<file path="config.mk">
export PLATFORM = sky130hd
export DESIGN_NAME = dw_minmax_frame_ctrl
export DESIGN_NICKNAME = d
export VERILOG_FILES = /design/src/rtl/dw_minmax_frame_pkg.sv /design/src/rtl/dw_minmax_cmp2.sv /design/src/rtl/dw_minmax_frame_ctrl.sv
export SDC_FILE = /design/constraint.sdc
export NUM_CORES = 1
export LEC_CHECK = 0
export ABC_AREA = 1
export CORE_ASPECT_RATIO = 1.1
export CORE_MARGIN = 2
export CORE_UTILIZATION = 40
export CTS_BUF_LIST = sky130_fd_sc_hd__clkbuf_16
export CTS_CLUSTER_DIAMETER = 100
export DETAILED_ROUTE_END_ITERATION = 7
export DONT_BUFFER_PORTS = 1
export MAX_ROUTING_LAYER = met4
export PLACE_DENSITY = 0.58
export SLEW_MARGIN = 15
export SYNTH_ARGS = -nofsm -noshare
export SYNTH_HDL_FRONTEND = slang
export SYNTH_HIERARCHICAL = 1
export SYNTH_SLANG_ARGS = --single-unit
</file>
<file path="constraint.sdc">
create_clock -name clk -period 3.5 [get_ports clk]
set_input_delay 0.35 -clock clk [delete_from_list [all_inputs] [get_ports clk]]
set_output_delay 0.35 -clock clk [all_outputs]
set_load 0.05 [all_outputs]
</file>
<file path="src/rtl/dw_minmax_frame_pkg.sv">
// Shared types and compare helper for the min/max frame reducer.
// Contents:
//   state_e - controller FSM states (IDLE, ACCUM, DONE)
//   CmpW    - operand width seen by better(); callers MSB-align narrower words
//   better  - 1 when operand a strictly beats operand b under tc/max
package dw_minmax_frame_pkg;

  typedef enum logic [1:0] {
    IDLE  = 2'd0,
    ACCUM = 2'd1,
    DONE  = 2'd2
  } state_e;

  localparam int unsigned CmpW = 64;

  // Operands must be MSB-aligned in CmpW bits so bit CmpW-1 is the sign bit.
  // Flipping the sign bit maps two's-complement order onto unsigned order.
  function automatic logic better(input logic [CmpW-1:0] a, input logic [CmpW-1:0] b,
                                  input logic tc, input logic max);
    logic [CmpW-1:0] ak;
    logic [CmpW-1:0] bk;
    ak = a;
    bk = b;
    ak[CmpW-1] = a[CmpW-1] ^ tc;
    bk[CmpW-1] = b[CmpW-1] ^ tc;
    return max ? (ak > bk) : (ak < bk);
  endfunction

endpackage

</file>
<file path="src/rtl/dw_minmax_cmp2.sv">
// Combinational 2-input signed/unsigned min/max compare; the single shared
// datapath used on every beat of a frame.
// Ports:
//   a, b     - operands (WIDTH bits)
//   tc       - 1 = two's-complement compare, 0 = unsigned
//   max      - 1 = larger wins, 0 = smaller wins
//   a_better - 1 when a strictly beats b (ties report 0)
module dw_minmax_cmp2
  import dw_minmax_frame_pkg::*;
#(
  parameter int unsigned WIDTH = 8
) (
  input  logic [WIDTH-1:0] a,
  input  logic [WIDTH-1:0] b,
  input  logic             tc,
  input  logic             max,
  output logic             a_better
);

  localparam int unsigned Shift = CmpW - WIDTH;

  logic [CmpW-1:0] a_al;
  logic [CmpW-1:0] b_al;

  // Left-align so the word's MSB lands on the helper's sign bit.
  assign a_al = CmpW'(a) << Shift;
  assign b_al = CmpW'(b) << Shift;

  assign a_better = better(a_al, b_al, tc, max);

endmodule

</file>
<file path="src/rtl/dw_minmax_frame_ctrl.sv">
// Frame min/max reducer: accepts a frame of len words on a valid/ready stream,
// reduces it through one shared comparator, and presents the winning value and
// its 0-based index on a valid/ready result port.
// Optional feature macro: DW_MINMAX_ABORT_EN adds an abort input that drops an
// in-flight frame (ACCUM or DONE) back to IDLE without a result.
// Ports:
//   clk, rst_n            - clock, asynchronous active-low reset
//   start, tc, max, len   - frame request and mode, sampled in IDLE on start
//   in_valid/in_data/in_ready - input word stream
//   out_valid/out_ready   - result handshake
//   out_val/out_idx/out_empty - result value, winner index, empty-frame flag
//   busy                  - controller not in IDLE
//   abort                 - (DW_MINMAX_ABORT_EN only) discard the current frame
module dw_minmax_frame_ctrl
  import dw_minmax_frame_pkg::*;
#(
  parameter int unsigned WIDTH   = 8,
  parameter int unsigned MAX_LEN = 256,
  parameter int unsigned LEN_W   = $clog2(MAX_LEN + 1),
  parameter int unsigned IDX_W   = $clog2(MAX_LEN)
) (
  input  logic             clk,
  input  logic             rst_n,
  input  logic             start,
  input  logic             tc,
  input  logic             max,
  input  logic [LEN_W-1:0] len,
  input  logic             in_valid,
  input  logic [WIDTH-1:0] in_data,
  output logic             in_ready,
`ifdef DW_MINMAX_ABORT_EN
  input  logic             abort,
`endif
  output logic             out_valid,
  input  logic             out_ready,
  output logic [WIDTH-1:0] out_val,
  output logic [IDX_W-1:0] out_idx,
  output logic             out_empty,
  output logic             busy
);

  state_e           state_q, state_d;
  logic             tc_q, max_q;
  logic [LEN_W-1:0] len_q;
  logic [IDX_W-1:0] cnt_q;
  logic [IDX_W-1:0] idx_q;
  logic [WIDTH-1:0] acc_q;
  logic             empty_q;

  logic             beat;
  logic             last;
  logic             take;
  logic             a_better;
  logic             abort_hit;

`ifdef DW_MINMAX_ABORT_EN
  assign abort_hit = abort && (state_q != IDLE);
`else
  assign abort_hit = 1'b0;
`endif

  assign beat = (state_q == ACCUM) && in_valid;
  // len_q >= 1 whenever ACCUM is entered, so the subtraction cannot underflow.
  assign last = (LEN_W'(cnt_q) == (len_q - LEN_W'(1)));

  dw_minmax_cmp2 #(
    .WIDTH(WIDTH)
  ) u_cmp (
    .a        (in_data),
    .b        (acc_q),
    .tc       (tc_q),
    .max      (max_q),
    .a_better (a_better)
  );

  // Beat 0 seeds the accumulator; later beats replace it only on strict improvement.
  assign take = (cnt_q == '0) || a_better;

  always_comb begin
    state_d = state_q;
    unique case (state_q)
      IDLE: begin
        if (start) state_d = (len == '0) ? DONE : ACCUM;
      end
      ACCUM: begin
        if (beat && last) state_d = DONE;
      end
      DONE: begin
        if (out_ready) state_d = IDLE;
      end
      default: state_d = IDLE;
    endcase
    if (abort_hit) state_d = IDLE;
  end

  always_ff @(posedge clk or negedge rst_n) begin
    if (!rst_n) begin
      state_q <= IDLE;
    end else begin
      state_q <= state_d;
    end
  end

  always_ff @(posedge clk or negedge rst_n) begin
    if (!rst_n) begin
      tc_q    <= 1'b0;
      max_q   <= 1'b0;
      len_q   <= '0;
      cnt_q   <= '0;
      idx_q   <= '0;
      acc_q   <= '0;
      empty_q <= 1'b0;
    end else if ((state_q == IDLE) && start) begin
      tc_q    <= tc;
      max_q   <= max;
      len_q   <= len;
      cnt_q   <= '0;
      idx_q   <= '0;
      acc_q   <= '0;
      empty_q <= (len == '0);
    end else if (abort_hit) begin
      cnt_q <= '0;
      idx_q <= '0;
      acc_q <= '0;
    end else if (beat) begin
      if (take) begin
        acc_q <= in_data;
        idx_q <= cnt_q;
      end
      // Hold on the final beat so a MAX_LEN frame never wraps the counter.
      if (!last) cnt_q <= cnt_q + IDX_W'(1);
    end
  end

  assign in_ready  = (state_q == ACCUM);
  assign out_valid = (state_q == DONE);
  assign busy      = (state_q != IDLE);
  assign out_val   = acc_q;
  assign out_idx   = idx_q;
  assign out_empty = empty_q;

endmodule

</file>
==> reports/results.tsv <==
metric	value	unit
syn_area	0.002322	mm2
synth_top_flop_cell	dfrtp_1	
max-cap-violations	0	
die_area	0.006432	mm2
peakVddDrop	0.3534	mV
synth_compound_area_share	10.83	%
crit_fanout	28	
vias	1916	
period_minus_slack	2375	ps
avgRoutedWirePerCell	12.55	um
cts_setup_buffers	0	
ys_seq_area_share	40.95	%
p_switching	1.235	mW
worstMarginPinSlew	873.8	ps
final_cell_mix	81 x nand2_1, 43 x inv_1, 38 x dfrtp_1, 31 x nand3_1, 25 x o21ai_0	
hold_class	in2reg	
max_freq	421.1	MHz
regArea	950.9	um2
rsz0062_at_grt	false	
cts_num_sinks	38	
power_frac_clock	17.8	%
crit_type	reg2reg	
synth_top_family_by_area	simple AND/OR/NAND/NOR gates	
skew	5.658	ps
die_w	76.65	um
drc	0	
fin_nets	346	
top_usage_layer	met2	
cts_root_buf	clkbuf_16	
gp_congestion	0.7665	
setup_viol	0	
synthAdderAreaFrac	5.927	%
cp-start-kind	flop	
core	0.005697	mm2
rows	29	
arrival	2560	ps
async_flop_share	100.0	%
drtPass1Iterations	4	
synth_warnings	6	
numCtsBuffers	5	
grt_pass1_wl	8735	um
globalRouteOverflowTotal	0	
ant_nets	0	
postLayoutCellArea	0.002576	mm2
tns	0	ps
grtUsageTotal	17.65	%
cts_buffer_depth	2	
clk_pin_slew_worst_paths	60	ps
hpwl	3619	um
leakage	1.297	nW
nFillCells	614	
cp_common_cell	nand3_1	
htree_levels	2	
dp.cells	379	
drive_gt1_share	11.22	%
max_stage_delay	660	ps
grt_use_met3	4.654	%
synth-xor-area-share	3.772	%
seq_power_share	39.2	%
synth_edf_count	0	
synth_cell_type_count	28	
status	finished, final reports clean	
cp_slowest_cell	dfrtp_1	
vias_per_cell	4.925	
die_y	83.92	um
wl	4881	um
synthSimpleGateAreaFrac	29.36	%
n_antenna_cell	0	
final_common_cell	nand2_1	
slew_headroom	41.53	%
synth.avg_cell_area	7.564	um2
area_delta_synth_final	10.94	%
finalCritPeriodShare	67.85	%
placed_cell_area	0.002405	mm2
first_global_vias	1880	
finalNonFillerCells	389	
antenna_found_initial	0	
slew_violations	0	
synth_cells	307	
insertion_delay	280	ps
end_kind	flop	
synth_nets	342	
comb_power_share	43.0	%
portBuffers	0	
ys_ff_latch	38	
gr-usage-met1	20.43	%
power_per_cell_area	952.9	mW/mm2
cts_tree	done	
whs	185.2	ps
ioPinCount	44	
initial_utilization	40.76	%
internal_power	1.220	mW
critPathRequiredTime	3690	ps
grt_max_degree	39	
finalHoldViolations	0	
synth_mux_area_share	0	%
multi_input_area	0.001159	mm2
swShare	50.30	%
drtIter0Drc	98	
path_cells	xnor2_1 > ha_1 > a21o_1 > nor2_2 > nand3_1 > nand2_1 > inv_1 > o21ai_2 > buf_4 > nand3_1 > o31ai_1	
grt_util_met2	29.69	%
-- logic make-up (layout without fill, tap and decap cells) --
logic type / Yosys count / count (layout)
AOI/OAI and AO/OA: 42 / 42
buffers and inverters: 55 / 60
xor gates and xnor gates: 10 / 10
and+or+nand+nor: 151 / 151
adders and majority gates: 11 / 11
DFF: 38 / 38
-- repair_timing --
item	4_1_cts	5_1_grt
gates resized for setup	0	0
hold buffers	2	0
hold endpoints to repair	38	0
endpoints found under the setup margin	0	0
-- metrics by stage --
stage | power (mW) | setup slack [ps] | utilization (%)
5_1_grt | 2.711 | 826.3 | 45.22
3_3_place_gp | 2.011 | 1151 | 42.21
6_report | 2.455 | 1125 | 45.22
3_5_place_dp | 2.032 | 1109 | 42.21
4_1_cts | 2.494 | 1085 | 45.22
2_1_floorplan | 1.817 | 1365 | -
-- worst max-delay path, delay by kind of cell, from the launching register on --
kind            cells  cell delay, ps
buf+inv             2             340
compound gates      3             470
fa+ha+maj           1             260
simple gates        4             370
xor+xnor            1             180
flops               1             660
-- power by group through the flow --
stage	clock network [mW]	registers, mW	logic [mW]
finish	0.438	0.962	1.05
global route	0.469	0.992	1.25
CTS	0.451	0.965	1.08
detailed placement	0	0.973	1.06
global placement	0	0.970	1.04
floorplan	0	0.932	0.885
-- Yosys cell counts (2+ instances only) --
library cell | number | share of area [%]
nand2_1 | 81 | 13
inv_1 | 43 | 7.0
dfrtp_1 | 38 | 41
nand3_1 | 31 | 6.7
o21ai_0 | 25 | 5.4
nor2_1 | 16 | 2.6
ha_1 | 11 | 5.9
o21ai_2 | 8 | 3.0
xor2_1 | 7 | 2.6
nor2_2 | 6 | 1.6
buf_2 | 5 | 1.1
inv_2 | 4 | 0.65
nand4_1 | 4 | 1.1
a21oi_1 | 3 | 0.65
clkbuf_1 | 3 | 0.48
nand2_2 | 3 | 0.81
nor3_1 | 3 | 0.65
nor4_1 | 3 | 0.81
xnor2_1 | 3 | 1.1
o31ai_1 | 2 | 0.65
-- per-layer routing --
metal  wire [um]  part of all wire, %  vias up
li1            -                    -      995
met1        2168                   44      872
met2        2380                   49       41
met3         252                  5.2        8
met4          80                  1.6        0
met5           0                    0        -
-- final cells by class --
cell class / instances / area share, %
Clock buffer: 5 / 4.857
Clock inverter: 3 / 0.6314
Inverter: 47 / 6.848
Multi-Input combinational cell: 214 / 44.97
Sequential cell: 38 / 36.91
Tap cell: 77 / 3.740
Timing Repair Buffer: 5 / 2.040
-- worst paths after layout --
check | start | to | slack [ps] | depth (start not counted)
worst max-delay path | out_val[7] | out_idx[0] | 1130 | 11
worst min-delay path | max | max_q | 190 | 2
worst max register to register | out_val[7] | out_idx[0] | 1130 | 11
worst min register to register | max_q | max_q | 520 | 2
max in group asynchronous | rst_n | len_q[5] | 2760 | 2
min in group asynchronous | rst_n | out_val[6] | 540 | 2
-- state kept, by name (all words and copies together) (netlist names) --
signal and cells:
cnt_q 8, state_q 2, out_empty 1, tc_q 1, out_idx 8, out_val 8
len_q 9, max_q 1
(Power assumes the default switching activity.)
